$ cat config.mk
export PLATFORM = sky130hd
export DESIGN_NAME = msk_rnd_source
export DESIGN_NICKNAME = d
export VERILOG_FILES = /design/src/rtl/present_rnd_pkg.sv /design/src/rtl/msk_lfsr_adv.sv /design/src/rtl/msk_rnd_source.sv
export SDC_FILE = /design/constraint.sdc
export NUM_CORES = 1
export LEC_CHECK = 0
export CELL_PAD_IN_SITES_DETAIL_PLACEMENT = 1
export CELL_PAD_IN_SITES_GLOBAL_PLACEMENT = 2
export CORE_MARGIN = 1
export CORE_UTILIZATION = 31
export DETAILED_ROUTE_END_ITERATION = 10
export MAX_ROUTING_LAYER = met4
export PLACE_DENSITY = 0.76
export SETUP_SLACK_MARGIN = 0.3
export SYNTH_ARGS = -nofsm -noshare
export SYNTH_HDL_FRONTEND = slang
export SYNTH_SLANG_ARGS = --single-unit
$ cat constraint.sdc
create_clock -name clk -period 5.6 [get_ports clk]
set_input_delay 0.84 -clock clk [delete_from_list [all_inputs] [get_ports clk]]
set_output_delay 0.84 -clock clk [all_outputs]
set_load 0.03 [all_outputs]
$ cat src/rtl/present_rnd_pkg.sv
// Shared constants, FSM encoding and LFSR feedback helper for the masked
// PRESENT randomness source.
package present_rnd_pkg;

  localparam int LFSR_W = 128;

  // Feedback taps of x^128 + x^7 + x^2 + x + 1 (Fibonacci form).
  localparam int TAP_A = 127;
  localparam int TAP_B = 6;
  localparam int TAP_C = 1;
  localparam int TAP_D = 0;

  localparam logic [LFSR_W-1:0] ZERO_SEED_REPL = 128'h1;

  typedef enum logic [1:0] {
    ST_UNSEEDED = 2'd0,
    ST_WARMUP   = 2'd1,
    ST_RUN      = 2'd2
  } rnd_state_e;

  function automatic logic lfsr_feedback(input logic [LFSR_W-1:0] s);
    return s[TAP_A] ^ s[TAP_B] ^ s[TAP_C] ^ s[TAP_D];
  endfunction

endpackage

$ cat src/rtl/msk_lfsr_adv.sv
// Combinational advance of the 128-bit LFSR by STEPS single-bit steps;
// o_bits[0] is the first feedback bit produced.
module msk_lfsr_adv
  import present_rnd_pkg::*;
#(
  parameter int STEPS = 64
) (
  input  logic [LFSR_W-1:0] i_state,
  output logic [LFSR_W-1:0] o_state,
  output logic [STEPS-1:0]  o_bits
);

  // Unrolled shift chain
  always_comb begin
    logic [LFSR_W-1:0] v_s;
    logic              v_fb;
    v_s    = i_state;
    o_bits = '0;
    for (int k = 0; k < STEPS; k++) begin
      v_fb      = lfsr_feedback(v_s);
      o_bits[k] = v_fb;
      v_s       = {v_s[LFSR_W-2:0], v_fb};
    end
    o_state = v_s;
  end

endmodule

$ cat src/rtl/msk_rnd_source.sv
// Fresh-randomness source for the masked PRESENT S-box layer: seeded LFSR
// with warm-up after every seed load and a periodic reseed request.
module msk_rnd_source
  import present_rnd_pkg::*;
#(
  parameter int RND_W         = 32,
  parameter int WARM          = 128,
  parameter int RESEED_PERIOD = 65536
) (
  input  logic              clk,
  input  logic              nrst,
  input  logic [127:0]      seed_in,
  input  logic              seed_valid,
  output logic              seed_ready,
  input  logic              rnd_en,
  output logic [RND_W-1:0]  rnd1,
  output logic [RND_W-1:0]  rnd2,
  output logic              rnd_valid,
  output logic              reseed_req,
  output logic              zero_seed
);

  localparam int WC_W = (WARM > 1) ? $clog2(WARM) : 1;
  localparam int OC_W = $clog2(RESEED_PERIOD + 1);

  rnd_state_e          r_state;
  rnd_state_e          w_state_nxt;
  logic                r_rst_done;
  logic [LFSR_W-1:0]   r_lfsr;
  logic [WC_W-1:0]     r_warm_cnt;
  logic [OC_W-1:0]     r_out_cnt;
  logic [OC_W-1:0]     w_out_cnt_inc;
  logic [RND_W-1:0]    r_rnd1;
  logic [RND_W-1:0]    r_rnd2;
  logic                r_rnd_valid;
  logic                r_reseed_req;
  logic                r_zero_seed;
  logic                w_seed_ready;
  logic                w_seed_acc;
  logic                w_seed_zero;
  logic [LFSR_W-1:0]   w_adv_state;
  logic [2*RND_W-1:0]  w_adv_bits;

  msk_lfsr_adv #(
    .STEPS (2 * RND_W)
  ) u_adv (
    .i_state (r_lfsr),
    .o_state (w_adv_state),
    .o_bits  (w_adv_bits)
  );

  assign w_seed_acc    = seed_valid && w_seed_ready;
  assign w_seed_zero   = (seed_in == 128'd0);
  assign w_out_cnt_inc = (r_out_cnt == OC_W'(RESEED_PERIOD)) ? r_out_cnt
                                                             : r_out_cnt + OC_W'(1);

  // State register; r_rst_done keeps seed_ready low until the first edge after reset
  always_ff @(posedge clk or negedge nrst) begin
    if (!nrst) begin
      r_state    <= ST_UNSEEDED;
      r_rst_done <= 1'b0;
    end else begin
      r_state    <= w_state_nxt;
      r_rst_done <= 1'b1;
    end
  end

  // Next-state logic
  always_comb begin
    w_state_nxt = r_state;
    case (r_state)
      ST_UNSEEDED: begin
        if (w_seed_acc) w_state_nxt = ST_WARMUP;
        else            w_state_nxt = ST_UNSEEDED;
      end
      ST_WARMUP: begin
        if (r_warm_cnt == WC_W'(WARM - 1)) w_state_nxt = ST_RUN;
        else                               w_state_nxt = ST_WARMUP;
      end
      ST_RUN: begin
        if (w_seed_acc) w_state_nxt = ST_WARMUP;
        else            w_state_nxt = ST_RUN;
      end
      default: w_state_nxt = ST_UNSEEDED;
    endcase
  end

  // Output decode: seed_ready depends on state only
  always_comb begin
    w_seed_ready = 1'b0;
    if (!r_rst_done) begin
      w_seed_ready = 1'b0;
    end else begin
      case (r_state)
        ST_UNSEEDED: w_seed_ready = 1'b1;
        ST_RUN:      w_seed_ready = 1'b1;
        default:     w_seed_ready = 1'b0;
      endcase
    end
  end

  // Datapath: seed load, warm-up advance, word delivery and reseed tracking
  always_ff @(posedge clk or negedge nrst) begin
    if (!nrst) begin
      r_lfsr       <= '0;
      r_warm_cnt   <= '0;
      r_out_cnt    <= '0;
      r_rnd1       <= '0;
      r_rnd2       <= '0;
      r_rnd_valid  <= 1'b0;
      r_reseed_req <= 1'b0;
      r_zero_seed  <= 1'b0;
    end else begin
      r_zero_seed <= w_seed_acc && w_seed_zero;
      if (w_seed_acc) begin
        r_lfsr       <= w_seed_zero ? ZERO_SEED_REPL : seed_in;
        r_warm_cnt   <= '0;
        r_out_cnt    <= '0;
        r_reseed_req <= 1'b0;
        r_rnd_valid  <= 1'b0;
      end else begin
        case (r_state)
          ST_WARMUP: begin
            r_lfsr      <= w_adv_state;
            r_warm_cnt  <= r_warm_cnt + WC_W'(1);
            r_rnd_valid <= 1'b0;
          end
          ST_RUN: begin
            if (rnd_en) begin
              r_lfsr      <= w_adv_state;
              r_rnd1      <= w_adv_bits[RND_W-1:0];
              r_rnd2      <= w_adv_bits[2*RND_W-1:RND_W];
              r_rnd_valid <= 1'b1;
              r_out_cnt   <= w_out_cnt_inc;
              if (w_out_cnt_inc == OC_W'(RESEED_PERIOD)) r_reseed_req <= 1'b1;
            end else begin
              r_rnd_valid <= 1'b0;
            end
          end
          default: r_rnd_valid <= 1'b0;
        endcase
      end
    end
  end

  assign seed_ready = w_seed_ready;
  assign rnd1       = r_rnd1;
  assign rnd2       = r_rnd2;
  assign rnd_valid  = r_rnd_valid;
  assign reseed_req = r_reseed_req;
  assign zero_seed  = r_zero_seed;

endmodule

## Word level (Yosys, flattened, before mapping)

Cells that the tools add are included.

- Input port bits: 132
- Register bits after elaboration: 222

- Reductions and logical operators: 14
- Add/subtract/negate cells: 2
- Muxes and demuxes: 23
- Bitwise gates (word level): 193
- Equal/unequal tests: 6

Operator list:

| cell | number |
|---|---|
| 128-bit 2-to-1 mux | 3 |
| 128-bit case mux with 2 select lines | 1 |
| 1-bit bitwise XOR | 192 |
| 128-bit logical NOT | 1 |
| 17-bit 2-to-1 mux | 4 |
| 17-bit equality test, second input constant | 2 |
| 17-bit by 1-bit adder with 17-bit output, second input constant | 1 |
| 7-bit 2-to-1 mux | 2 |
| 1-bit 2-to-1 mux | 10 |
| 2-bit nonzero test | 4 |
| 7-bit by 1-bit adder with 7-bit output, second input constant | 1 |
| 7-bit equality test, second input constant | 1 |
| 2-bit case mux with 3 select lines | 1 |
| 3-bit AND reduction | 2 |
| 2-bit 2-to-1 mux | 2 |
| 2-bit AND reduction | 2 |
| 3-bit inequality test, second input constant | 1 |
| 3-bit nonzero test | 1 |
| 2-bit by 1-bit equality test with 1-bit output, second input constant | 1 |
| 2-bit equality test, second input constant | 1 |
| 1-bit logical AND | 2 |
| 2-bit logical NOT | 1 |
| 2-bit OR reduction | 1 |
| 1-bit NOT | 1 |

## Depth between registers and ports, before layout

- Word-level depth: 69
- Depth in mapped cells: 15

## By module

From an unflattened synthesis, not the netlist that was laid out.

- Cells, all modules: 1456
- Area total of the unflattened synthesis: 14665.3 µm²

Modules (own cells, without submodules):

| module | sequential area each (µm²) | instances | cells an instance | area an instance (µm²) |
|---|---|---|---|---|
| msk_rnd_source | 5555.3 | 1 | 1062 | 10257.3 |
| msk_lfsr_adv | 0.0 | 1 | 394 | 4408.0 |

## Worst setup path after synthesis

OpenSTA, ideal clock, no wires.

- Path kind: register -> register
- Start: register r_lfsr[5]
- End: register r_rnd2[30], in the netlist rnd2[30]
- Required time: 5474 ps
- Slack: 195 ps
- Arrival time: 5279 ps
- Buffers on the path: 0
- Cell stages (with the launch flop): 13
- Cell sequence: dfrtp_1 > xnor2_4 > xor3_2 > xor2_2 > xor3_2 > xnor3_2 > xnor3_4 > xor2_4 > xor3_2 > xnor3_1 > xnor3_2 > xnor3_1 > a221o_1

- Longest elaborated chain between the ends: 64
- Elaborated cells between the ends (all ways): 179
- Classes of those cells: 179 x bitwise

Ends and longest elaborated chain:

| what | line | text |
|---|---|---|
| start, declared | msk_rnd_source.sv:29 | `logic [LFSR_W-1:0] r_lfsr;` |
| start signal, assigned | msk_rnd_source.sv:116 | `r_lfsr <= w_seed_zero ? ZERO_SEED_REPL : seed_in;` |
| start signal, assigned | msk_rnd_source.sv:124 | `r_lfsr <= w_adv_state;` |
| start signal, assigned | msk_rnd_source.sv:130 | `r_lfsr <= w_adv_state;` |
| 1-bit bitwise XOR * (3 in series) | present_rnd_pkg.sv:22 | `return s[TAP_A] ^ s[TAP_B] ^ s[TAP_C] ^ s[TAP_D];` |
| 1-bit bitwise XOR (60 in series) | present_rnd_pkg.sv:22 |  |
| 1-bit bitwise XOR * | present_rnd_pkg.sv:22 |  |
| end signal, assigned | msk_rnd_source.sv:132 | `r_rnd2 <= w_adv_bits[2*RND_W-1:RND_W];` |
| end, declared | msk_rnd_source.sv:34 | `logic [RND_W-1:0] r_rnd2;` |

Mark *: on every way between the ends. The rest lies on a longest branch, timed or not.
A chain may end at the register's enable or synchronous reset.

## Final worst setup path

- Start: register r_lfsr[6]
- End: register r_rnd2[24], in the netlist rnd2[24]

- Longest elaborated chain between the ends: 59
- Elaborated cells between the ends (all ways): 164
- Classes of those cells: 164 x bitwise

Ends and longest elaborated chain:

| what | line |
|---|---|
| 1-bit bitwise XOR * (3 in series) | present_rnd_pkg.sv:22 |
| 1-bit bitwise XOR (55 in series) | present_rnd_pkg.sv:22 |
| 1-bit bitwise XOR * | present_rnd_pkg.sv:22 |

Marked as above.

==> summary.txt <==
Synthesis
  – Sequential element share of the synthesized area: 42.0%
  – Post-synth EDFFs: 0
  – Synthesis-stage register bit count: approximately 220
  – Async SR Flop Fraction: 100%
  – Main synth FF type: dfrtp_1
  – Syn Std Cell Area: 0.0132 mm²
  – Post-Syn Nets: between 1500 and 2000
  – Mapped Cells: 1382
  – Mean post-synth cell area: about 9.6 µm²
  – Synthesis warning total: 0
  – Cell variety after synth: 52

Critical path
  – Critical Path AT: about 5800 ps
  – Crit path required time: 6050 ps
  – Startpoint Class: flop
  – CP Max Fanout: 5
  – CP Class: reg2reg
  – Crit. End Element: flop

Final layout
  – Ant diodes: 0
  – Fin util: between 40% and 50%
  – Area Growth Syn to Fin: 35.0%
  – Fillers: between 4000 and 5000
  – Layout Cells excl Fill: approximately 2200
  – Multi-input gate area: around 0.0077 mm²
  – NumNets Final: ~1800
  – Ratio of cells with drive above 1 in the final layout: between 10% and 20%
  – FF/Latch Area: about 0.0056 mm²

Placement
  – Pre-CTS setup slack: approximately 62 ps
  – HPWL Detailed: 34500 µm
  – Cells after DPL: approximately 2100
  – IO buf count: between 150 and 200
  – GP Congestion: about 0.89

Die
  – Top Ports: 200
  – Die H: between 200 and 250 µm
  – Die area: 0.0435 mm²
  – Starting Density: a little under a third
  – Core footprint: between 0.04 and 0.05 mm²
  – Row count: 75
  – Die extent in x: roughly 210 µm

Drt
  – Total vias in the final route: 11100
  – Final wirelength: between 40000 and 50000 µm
  – Initial DRC count: about 660
  – Post-route ant nets: 0
  – First drt pass iteration count: 5
  – Vias per inst: between 5 and 6
  – Wirelength per Cell: 22.0 µm
  – DRC viols: 0

GRT
  – Antenna violations before repair: 0
  – Overall Global Routing Usage: 22.5%
  – Global route total overflow: 0
  – Largest net degree at the start of global routing: 97
  – Met3 Track Usage GR: 2.16%
  – Global-route wire length before repair: roughly 73000 µm
  – Vias in the first global route: roughly 12000
  – Met2 capacity usage during global routing: between 30% and 40%
  – Grt peak-use layer: met2
  – Met1 Use GR: 30.1%

Timing
  – Final setup margin: a little under 300 ps
  – Fin. max-slew vios: 0
  – FMAX: 188 MHz
  – Fin crit period: approximately 5300 ps
  – Final Hold Fails: 0
  – Final Skew: 18.5 ps
  – Worst rel slew slack: around 22%
  – Period utilization: between 90 and 100%
  – Unrepaired setup endpoints after global routing: false
  – Worst Tran Pin Value: 1160 ps
  – Setup tns final: 0 ps
  – Final setup fails: 0

Clock network
  – Root Buffer: clkbuf_16
  – Cts bufs inserted: 28
  – Max Root-Sink Buffers: 3
  – Clock latency on the worst-skew pair: between 500 and 600 ps
  – Clock slew at reported path FFs: roughly 60 ps
  – H-tree depth: 1
  – CTS Sinks: approximately 220
  – Hold_buf cts: 0
  – CTS tree: yes

Job
  – Max-cap violations: 0

Status
  – Status: finished clean

Hold path
  – Hold WC Path Type: in2async
## cells in the final DEF, fill, tap and decap left out, types with 4 or more instances in the layout
cell type        netlist  final
nand2_1              264    262
dfrtp_1              222    215
clkdlybuf4s50_1        0    198
nor2_1               154    154
xnor2_1              136    117
buf_4                  0    109
o21ai_0              105    105
a31oi_1               71     71
a21oi_1               64     64
xor2_1                70     61
nor4_1                39     39
clkbuf_16              0     29
xnor3_2               12     27
xnor3_1               35     20
xnor2_2                7     18
nand4_1               16     16
xnor2_4                4     12
xor3_2                 8     10
nand3_1               11     10
clkinv_2               0     10
mux2_2                 9      9
xor2_4                 1      7
dfrtp_2                0      7
xor2_2                 3      6
inv_1                  5      5
and3_1                 5      5
mux2i_1                5      5
clkbuf_8               0      5
o22ai_1                4      4
xor3_1                 6      4
nor3_1                 5      4
buf_6                  1      4
## cells by family after synthesis
| family | share of synthesized area [%] |
|---|---|
| simple gates | 15.9 |
| xor+xnor | 26.8 |
| compound gates | 11.1 |
| flops | 42.0 |
| buf+inv | 2.65 |
| mux | 1.15 |
| fa+ha+maj | 0.284 |
| other cells | 0.0284 |
## through the flow
stage          area (µm²)  hold WS, ps
2_1_floorplan       13300          450
3_3_place_gp        16000          461
3_5_place_dp        16000          466
4_1_cts             17300          354
5_1_grt             17800          371
6_report            17800          323
## what timing repair did
action,in CTS,in global routing
pin swaps,21,46
buffers inserted,29,41
resized for setup,24,37
endpoints found under the setup margin,13,18
cloned,0,0
## layout make-up
type | count | share of cell area, %
multi-input combinational | 1069 | 43.3
sequential | 222 | 31.2
timing repair buffer | 315 | 16.4
clock buffer | 36 | 4.49
tap | 539 | 3.78
clock inverter | 15 | 0.750
inverter | 5 | 0.105
## critical path, stage by stage (launching register included)
cell	delay, ps
dfrtp_1	370
xnor3_2	490
buf_6	150
xor2_4	190
buf_12	140
xor2_4	150
xnor3_2	490
buf_4	160
xnor3_2	260
buf_4	160
xor2_2	170
buf_4	150
xnor3_2	400
buf_4	190
xnor2_4	130
buf_6	140
buf_4	140
xor2_2	180
xor3_2	480
xnor2_4	260
xnor2_2	110
mux2_2	260
## cell usage after synthesis (all sizes together), types with 7 or more instances
cell	n	area, µm²
nand2	264	991
dfrtp	222	5560
nor2	154	578
xnor2	147	1420
o21ai	105	526
clkbuf	79	297
xor2	74	689
a31oi	71	444
a21oi	64	320
xnor3	48	1100
nor4	39	244
nand4	16	100
xor3	14	343
nand3	11	55.1
mux2	9	101
buf	7	35.0
## metal layers
metal  wire, µm  vias up
li1           -     5195
met1      22300     5576
met2      23700      235
met3       1530       44
met4        894        0
met5          0        -
## path summary, 6_finish.rpt
kind	from	endpoint	slack (ps)	cells after the start
max	r_lfsr[6]	rnd2[24]	290	21
min	nrst	rnd1[4]	320	1
max reg2reg	r_lfsr[6]	rnd2[24]	290	21
min reg2reg	rnd1[9]	rnd1[9]	470	2
max in group asynchronous	nrst	r_lfsr[25]	4000	2
min in group clk	rnd1[9]	rnd1[9]	470	2
## state kept, by name, summed over array words and instances, names as in the netlist
signal      cells
r_lfsr        128
r_out_cnt      17
r_rst_done      1
r_state         2
r_warm_cnt      7
reseed_req      1
rnd1           32
rnd2           32
rnd_valid       1
zero_seed       1
Power is left out: the tool's default activity adds up to more than one toggle a clock period on the data nets, which glitch-free logic cannot reach.
